--- src/rtl/alu_pkg.sv ---
// Shared ALU definitions: op codes, legality check and arbiter FSM states.
package alu_pkg;

  typedef logic [3:0] alu_op_t;

  localparam alu_op_t ALU_AND = 4'b0000;
  localparam alu_op_t ALU_OR  = 4'b0001;
  localparam alu_op_t ALU_ADD = 4'b0010;
  localparam alu_op_t ALU_SUB = 4'b0110;
  localparam alu_op_t ALU_SLT = 4'b0111;

  typedef enum logic [1:0] {
    IDLE = 2'd0,
    EXEC = 2'd1,
    RESP = 2'd2
  } arb_state_t;

  function automatic logic alu_op_legal(input alu_op_t op);
    case (op)
      ALU_AND, ALU_OR, ALU_ADD, ALU_SUB, ALU_SLT: return 1'b1;
      default:                                    return 1'b0;
    endcase
  endfunction

endpackage

--- src/rtl/rr_arbiter.sv ---
// Combinational round-robin grant: first set request at or above the pointer,
// wrapping modulo NREQ. Produces both a one-hot grant and its index.
module rr_arbiter #(
  parameter int NREQ = 2,
  parameter int IW   = $clog2(NREQ)
) (
  input  logic [NREQ-1:0] i_req,
  input  logic [IW-1:0]   i_ptr,
  output logic [NREQ-1:0] o_grant,
  output logic [IW-1:0]   o_idx,
  output logic            o_any
);

  always_comb begin
    logic [IW:0] j;
    o_grant = '0;
    o_idx   = '0;
    o_any   = 1'b0;
    for (int k = 0; k < NREQ; k++) begin
      // One extra bit so ptr+k can exceed NREQ-1 before the wrap.
      j = {1'b0, i_ptr} + (IW+1)'(k);
      if (j >= (IW+1)'(NREQ)) j = j - (IW+1)'(NREQ);
      if (!o_any && i_req[j[IW-1:0]]) begin
        o_any              = 1'b1;
        o_grant[j[IW-1:0]] = 1'b1;
        o_idx              = j[IW-1:0];
      end
    end
  end

endmodule

--- src/rtl/alu_arbiter.sv ---
// Round-robin sharing of one external combinational ALU among NREQ requesters.
// Optional op-code checking with rsp_err output: define ALU_ARB_OPCHK_EN.
module alu_arbiter
  import alu_pkg::*;
#(
  parameter int NREQ = 2,
  parameter int W    = 8
) (
  input  logic             clk,
  input  logic             rst_n,
  input  logic [NREQ-1:0]  req_valid,
  output logic [NREQ-1:0]  req_ready,
  input  logic [NREQ*W-1:0] req_a,
  input  logic [NREQ*W-1:0] req_b,
  input  logic [NREQ*4-1:0] req_op,
  output logic [NREQ-1:0]  rsp_valid,
  input  logic [NREQ-1:0]  rsp_ready,
  output logic [W-1:0]     rsp_s,
  output logic             rsp_zero,
  output logic [W-1:0]     alu_a,
  output logic [W-1:0]     alu_b,
  output logic [3:0]       alu_ctrl,
  input  logic [W-1:0]     alu_s,
  input  logic             alu_zero,
  output logic             busy
`ifdef ALU_ARB_OPCHK_EN
  ,
  output logic             rsp_err
`endif
);

  localparam int IW = $clog2(NREQ);

  arb_state_t    r_state;
  logic [IW-1:0] r_ptr;
  logic [IW-1:0] r_gidx;
  logic [W-1:0]  r_alu_a;
  logic [W-1:0]  r_alu_b;
  alu_op_t       r_alu_ctrl;
  logic [W-1:0]  r_s;
  logic          r_zero;

  logic [NREQ-1:0] w_grant;
  logic [IW-1:0]   w_gidx;
  logic            w_any;
  logic [W-1:0]    w_sel_a;
  logic [W-1:0]    w_sel_b;
  alu_op_t         w_sel_op;
  logic            w_rsp_hs;
  logic [IW-1:0]   w_ptr_nxt;

  rr_arbiter #(.NREQ(NREQ), .IW(IW)) u_rr (
    .i_req   (req_valid),
    .i_ptr   (r_ptr),
    .o_grant (w_grant),
    .o_idx   (w_gidx),
    .o_any   (w_any)
  );

  always_comb begin
    w_sel_a  = '0;
    w_sel_b  = '0;
    w_sel_op = '0;
    for (int i = 0; i < NREQ; i++) begin
      if (w_gidx == IW'(i)) begin
        w_sel_a  = req_a[i*W +: W];
        w_sel_b  = req_b[i*W +: W];
        w_sel_op = req_op[i*4 +: 4];
      end
    end
  end

  always_comb begin
    for (int i = 0; i < NREQ; i++)
      rsp_valid[i] = (r_state == RESP) && (r_gidx == IW'(i));
  end

  assign req_ready = (r_state == IDLE) ? w_grant : '0;
  assign w_rsp_hs  = (r_state == RESP) && rsp_ready[r_gidx];
  assign w_ptr_nxt = (r_gidx == IW'(NREQ-1)) ? '0 : r_gidx + 1'b1;
  assign busy      = (r_state != IDLE);
  assign rsp_s     = r_s;
  assign rsp_zero  = r_zero;
  // ALU inputs come straight from the operand latches, so they hold between ops.
  assign alu_a     = r_alu_a;
  assign alu_b     = r_alu_b;
  assign alu_ctrl  = r_alu_ctrl;

`ifdef ALU_ARB_OPCHK_EN
  logic r_err;
  assign rsp_err = r_err;
`endif

  always_ff @(posedge clk or negedge rst_n) begin
    if (!rst_n) begin
      r_state    <= IDLE;
      r_ptr      <= '0;
      r_gidx     <= '0;
      r_alu_a    <= '0;
      r_alu_b    <= '0;
      r_alu_ctrl <= '0;
      r_s        <= '0;
      r_zero     <= 1'b0;
`ifdef ALU_ARB_OPCHK_EN
      r_err      <= 1'b0;
`endif
    end else begin
      case (r_state)
        IDLE: if (w_any) begin
          r_alu_a    <= w_sel_a;
          r_alu_b    <= w_sel_b;
          r_alu_ctrl <= w_sel_op;
          r_gidx     <= w_gidx;
          r_state    <= EXEC;
        end
        EXEC: begin
`ifdef ALU_ARB_OPCHK_EN
          if (!alu_op_legal(r_alu_ctrl)) begin
            r_s    <= '0;
            r_zero <= 1'b1;
            r_err  <= 1'b1;
          end else begin
            r_s    <= alu_s;
            r_zero <= alu_zero;
            r_err  <= 1'b0;
          end
`else
          r_s    <= alu_s;
          r_zero <= alu_zero;
`endif
          r_state <= RESP;
        end
        RESP: if (w_rsp_hs) begin
          r_ptr   <= w_ptr_nxt;
          r_state <= IDLE;
`ifdef ALU_ARB_OPCHK_EN
          r_err   <= 1'b0;
`endif
        end
        default: r_state <= IDLE;
      endcase
    end
  end

endmodule

--- config.mk ---
export PLATFORM = sky130hd
export DESIGN_NAME = alu_arbiter
export DESIGN_NICKNAME = d
export VERILOG_FILES = /design/src/rtl/alu_pkg.sv /design/src/rtl/rr_arbiter.sv /design/src/rtl/alu_arbiter.sv
export SDC_FILE = /design/constraint.sdc
export NUM_CORES = 1
export LEC_CHECK = 0
export ABC_AREA = 1
export CAP_MARGIN = 40
export CELL_PAD_IN_SITES_DETAIL_PLACEMENT = 0
export CELL_PAD_IN_SITES_GLOBAL_PLACEMENT = 1
export CORE_MARGIN = 1
export CORE_UTILIZATION = 28
export DETAILED_ROUTE_END_ITERATION = 7
export PLACE_DENSITY_LB_ADDON = 0.1
export SYNTH_ARGS = -nofsm -noshare
export SYNTH_HDL_FRONTEND = slang
export SYNTH_SLANG_ARGS = --single-unit
--- constraint.sdc ---
create_clock -name clk -period 3.4 [get_ports clk]
set_input_delay 0.68 -clock clk [delete_from_list [all_inputs] [get_ports clk]]
set_output_delay 0.68 -clock clk [all_outputs]
set_load 0.02 [all_outputs]
==> results of run 1 <==
power breakdown:
part	internal (mW)	switching (mW)
Sequential	0.590	0.124
Combinational	0.539	0.666
Clock	0.183	0.141
final timing paths:
kind                              startpoint      endpoint  cells after the start
worst max-delay path            req_valid[1]  req_ready[1]                      5
worst min-delay path                   rst_n      rsp_s[3]                      1
worst max register to register    r_state[1]        r_gidx                      6
worst min register to register      rsp_s[5]      rsp_s[5]                      2
max in group asynchronous              rst_n      alu_b[6]                      1
min in group clk                    rsp_s[5]      rsp_s[5]                      2
worst max-delay path, cell delays in order:
cell,delay [ns]
clkdlybuf4s50_1,0.47
buf_4,0.17
nand2_1,0.08
nor2_1,0.09
clkdlybuf4s50_1,0.61
cell usage in the layout, fill, tap and decap left out, types with 2 or more instances in the layout:
cell type,instances
dfrtp_1,33
buf_4,5
nor2_1,5
nand2_1,89
nand3_1,49
inv_2,2
a21oi_1,2
clkdlybuf4s50_1,87
inv_1,43
clkbuf_8,7
per-stage QoR:
stage                     instance area [sq um]  hold slack [ns]  cells  setup slack (ns)
after floorplan                            1690            0.384    239              1.43
after global placement                     2630            0.453    392             0.614
after detailed placement                   2630            0.459    392             0.605
after CTS                                  2730            0.476    400             0.610
after global routing                       2730            0.490    400             0.550
final                                      2730            0.456    400             0.615
sequential cells by signal, summed over array words and instances (netlist names):
signal	cells
rsp_s	8
alu_ctrl	4
rsp_zero	1
alu_b	8
r_state	2
r_gidx	1
r_ptr	1
alu_a	8
layer usage:
layer / GRT usage [%] / vias up / wire length, microns / part of all wire (%)
li1: - / 891 / - / -
met1: 19.4 / 750 / 2040 / 44
met2: 24.9 / 65 / 2190 / 47
met3: 4.57 / 8 / 339 / 7.3
met4: 6.55 / 0 / 71 / 1.5
met5: 0 / - / 0 / 0
layout make-up:
type / count / area [sq um] / share of cell area (%)
clock buffers: 7 / 96.3 / 3.53
multi-input cells: 149 / 631 / 23.1
flip-flops and latches: 33 / 826 / 30.2
repair buffers: 93 / 913 / 33.5
inverters: 45 / 169 / 6.19
well taps: 72 / 90.1 / 3.30
clock inverters: 1 / 5.00 / 0.183
logic make-up after synthesis:
logic type / after synthesis / synth area share, %
buffers and inverters: 57 / 13.7
AOI/OAI and AO/OA: 4 / 1.19
and+or+nand+nor: 145 / 36.2
DFF: 33 / 48.9
==> flow_metrics.tcl, run 1 <==
set metrics [dict create \
    outcome "completed" \
    grt_pass1_vias 1588 \
    synthTopCellsByArea "dfrtp_1, nand2_1, nand3_1" \
    hp-class "input port to async pin" \
    reg2reg_setup_slack_ns 1.58 \
    hold_buffers 0 \
    cts-resized-gates 0 \
    die-area_sq_mm 0.00634 \
    syn_inst 239 \
    clk_root_buffer_cell "clkbuf_8" \
    cts.sinks 33 \
    syn-mean-instance-area_sq_um 7.06 \
    maxCapViolCount 0 \
    synth_edf_count 0 \
    wl_microns 4650 \
    final.setup_skew_ns 0.00513 \
    coreArea_sq_mm 0.00564 \
    pin_count 89 \
    cts_buffers 5 \
    area_delta_synth_final_pct 61.7 \
    synth-main-ff-cell "dfrtp_1" \
    cp.arrival_ns 2.10 \
    power_density_mw_per_mm2 822 \
    async_reset_ff_share_pct 100 \
    antenna_found_initial 0 \
    vias 1714 \
    grt_pass1_wl_microns 7480 \
    maxSlewHeadroom_pct 50.2 \
    firstDrtPassIters 6 \
    port_buffers 88 \
    grt_overflow 0 \
    initial_core_util_pct 29.9 \
    nFillCells 583 \
    period_needed_ns 2.78 \
    ir_worst_vdd_mv 0.349 \
    clockBufferDepth 2 \
    power_leakage_nw 1.43 \
    clkLatencyLatePin_ns 0.28 \
    htree_levels 2 \
    postCtsSetupBuffers 0 \
    syn_nets 294 \
    clk_pin_slew_ns 0.07 \
    fin_setup_tns_ns 0 \
    synth.top_cells.by_count "nand2_1, nand3_1, inv_1, dfrtp_1, buf_2" \
    synth_seq_cells 33 \
    p_total_mw 2.24 \
    layout-drive-gt1-share_pct 5.49 \
    rsz0062_at_grt "no" \
    yosysTopAreaCell "dfrtp_1" \
    grt.total_usage_pct 15.6 \
    post-synth-top-count-cell "nand2_1" \
    post-route-period-util_pct 81.9 \
    wire_per_inst_microns 11.6 \
    ys_types 14 \
    worst_pin_slew_ns 0.747 \
    drtAntennaViolNets 0 \
    synth_area_sq_mm 0.00169 \
    antenna_cells 0 \
    nNetsFinal 382 \
    worstPathRequired_ns 2.72 \
    cp-start-kind "input port" \
    cp_max_fo 9 \
    dieHeight_microns 79.6 \
    viasPerCell 4.29 \
    gp_congestion 0.727 \
    drc 0 \
    synth.top_cell.area_share_pct 48.9 \
    fp.dieW_microns 79.6 \
    core.rowCount 27 \
    slew_violations 0 \
    setup_viol 0 \
    hold_viol 0 \
    hpwl_microns 3370 \
    synth_seq_area_share_pct 48.9 \
    grt_max_degree 34 \
    fin_util_pct 48.4 \
    end_kind "output pin" \
    yosys_warnings 0 \
    cts_tree "yes" \
    fmax_mhz 359 \
    critPathKind "input port to output pin" \
    drtIter0Drc 55 \
]
Note: power is estimated with default switching activity, not from simulation.
==> inputs of run 2 (changes only) <==
--- a/config.mk
+++ b/config.mk
@@ -10,7 +10,7 @@
 export CELL_PAD_IN_SITES_DETAIL_PLACEMENT = 0
 export CELL_PAD_IN_SITES_GLOBAL_PLACEMENT = 1
 export CORE_MARGIN = 1
-export CORE_UTILIZATION = 28
+export CORE_UTILIZATION = 24
 export DETAILED_ROUTE_END_ITERATION = 7
 export PLACE_DENSITY_LB_ADDON = 0.1
 export SYNTH_ARGS = -nofsm -noshare
==> constraint.sdc (replaced) <==
create_clock -name clk -period 2.25 [get_ports clk]
set_input_delay 0.45 -clock clk [delete_from_list [all_inputs] [get_ports clk]]
set_output_delay 0.45 -clock clk [all_outputs]
set_load 0.02 [all_outputs]
==> flow_metrics.tcl, run 2 (synthesized netlist as in run 1, its figures left out) <==
set metrics [dict create \
    outcome "completed" \
    fp.dieW_microns 85.9 \
    cp_max_fo 4 \
    coreArea_sq_mm 0.00679 \
    port_buffers 88 \
    pin_count 89 \
    placed_area_sq_mm 0.00267 \
    final_area_sq_mm 0.00279 \
    setup_ws_ns 0.176 \
    critical_path_depth 4 \
    grt.total_usage_pct 15.0 \
    period_needed_ns 2.07 \
    clk_root_buffer_cell "clkbuf_8" \
    worst_pin_slew_ns 0.762 \
    layout-drive-gt1-share_pct 5.76 \
    grt_pass1_vias 1748 \
    setup_viol 0 \
    drtAntennaViolNets 0 \
    drtIter0Drc 29 \
    grt_pass1_wl_microns 8520 \
    cp_cell_sequence "inv_2, nand2_1, nor2_1, clkdlybuf4s50_1" \
    cts_buffers 5 \
    critical-path-slowest-cell "clkdlybuf4s50_1" \
    r2r_cells 5 \
    power_leakage_nw 1.46 \
    hold_viol 0 \
    end_kind "output pin" \
    power_density_mw_per_mm2 1260 \
    dieHeight_microns 85.9 \
    nNetsFinal 384 \
    clkLatencyLatePin_ns 0.28 \
    htree_levels 2 \
    final.setup_skew_ns 0.00571 \
    antenna_found_initial 0 \
    fmax_mhz 482 \
    hpwl_microns 3420 \
    die-area_sq_mm 0.00737 \
    dp_cells 418 \
    ir_worst_vdd_mv 0.455 \
    grt_overflow 0 \
    viasPerCell 4.06 \
    antenna_cells 0 \
    grt_max_degree 34 \
    wl_microns 4960 \
    rsz0062_at_grt "no" \
    cts_tree "yes" \
    hp-class "input port to async pin" \
    core.rowCount 30 \
    slowest_delay_ns 0.63 \
    critPathKind "flip-flop to output pin" \
    final_cell_mix "nand2_1, clkdlybuf4s50_1, nand3_1, inv_1, dfrtp_1" \
    cp-start-kind "flip-flop" \
    maxCapViolCount 0 \
    path_delay_family "buffers and inverters" \
    cp.arrival_ns 1.62 \
    worstPathRequired_ns 1.80 \
    hold_buffers 0 \
    area_delta_synth_final_pct 65.4 \
    vias 1729 \
    layout.cells.non_filler 426 \
    preCtsSetupSlack_ns -0.0333 \
    p_total_mw 3.52 \
    firstDrtPassIters 4 \
    slew_violations 0 \
    clk_pin_slew_ns 0.07 \
    cts.sinks 33 \
    mostFrequentLayoutCell "nand2_1" \
    post-route-period-util_pct 92.2 \
    maxSlewHeadroom_pct 49.2 \
    gp_congestion 0.745 \
    drc 0 \
    wire_per_inst_microns 11.6 \
    clockBufferDepth 2 \
    path_buf_inv 2 \
    initial_core_util_pct 24.8 \
]
-- run 2: cell types whose count changed in the layout (fill, tap and decap cells not counted) --
cell,before,now
buf_4,5,7
bufinv_16,0,1
clkbuf_1,0,1
clkbuf_8,7,6
clkdlybuf4s50_1,87,85
clkinv_2,1,0
dlygate4sd2_1,0,1
dlymetal6s2s_1,0,1
-- run 2: final timing paths --
kind / start / endpoint / slack (ns)
max: r_state[0] / rsp_valid[0] / 0.18
min: rst_n / alu_b[2] / 0.24
max reg2reg: r_state[1] / rsp_zero / 1.06
min reg2reg: rsp_s[6] / rsp_s[6] / 0.47
max in group asynchronous: rst_n / alu_ctrl[1] / 1.53
min in group clk: rsp_s[6] / rsp_s[6] / 0.47
-- run 2: report_power, final --
group          total [mW]  switching, mW  internal, mW
Combinational        1.88           1.04         0.841
Clock               0.582          0.221         0.361
Sequential           1.05          0.159         0.892
Total                3.52           1.42          2.09
-- run 2: stage by stage --
stage | setup TNS (ns) | hold WS [ns] | utilization (%)
after floorplan | 0 | 0.154 | -
after global placement | -0.0428 | 0.452 | 39.4
after detailed placement | -0.0333 | 0.457 | 39.4
after CTS | 0 | 0.270 | 41.0
after global routing | 0 | 0.319 | 41.1
final | 0 | 0.236 | 41.1
-- run 2: area by class of cell --
cell class	instances	area (sq um)
Clock buffer	7	86.3
Tap cell	96	120
Clock inverter	1	30.0
Timing Repair Buffer	95	930
Inverter	45	169
Multi-Input combinational cell	149	631
Sequential cell	33	826
Fill cell	741	4000
-- run 2: routing by layer --
layer	vias to the layer above	GRT usage [%]	share of wire (%)	routed length, microns
met4	0	5.00	1.4	70
met1	773	17.6	44	2210
met2	54	26.0	48	2360
met3	6	4.52	6.5	321
met5	-	0	0	0
li1	896	-	-	-
-- run 2: timing repair --
item,4_1_cts,5_1_grt
gates resized for setup,1,1
setup endpoints to repair,1,1
buffers inserted,0,0
pin swaps,0,0
==> inputs of run 3 (changes only) <==
--- a/config.mk
+++ b/config.mk
@@ -9,7 +9,6 @@
 export CAP_MARGIN = 40
 export CELL_PAD_IN_SITES_DETAIL_PLACEMENT = 0
 export CELL_PAD_IN_SITES_GLOBAL_PLACEMENT = 1
-export CORE_MARGIN = 1
 export CORE_UTILIZATION = 24
 export DETAILED_ROUTE_END_ITERATION = 7
 export PLACE_DENSITY_LB_ADDON = 0.1
==> results of run 3 <==
No change in the layout: final DEF, timing and power equal those of run 2.
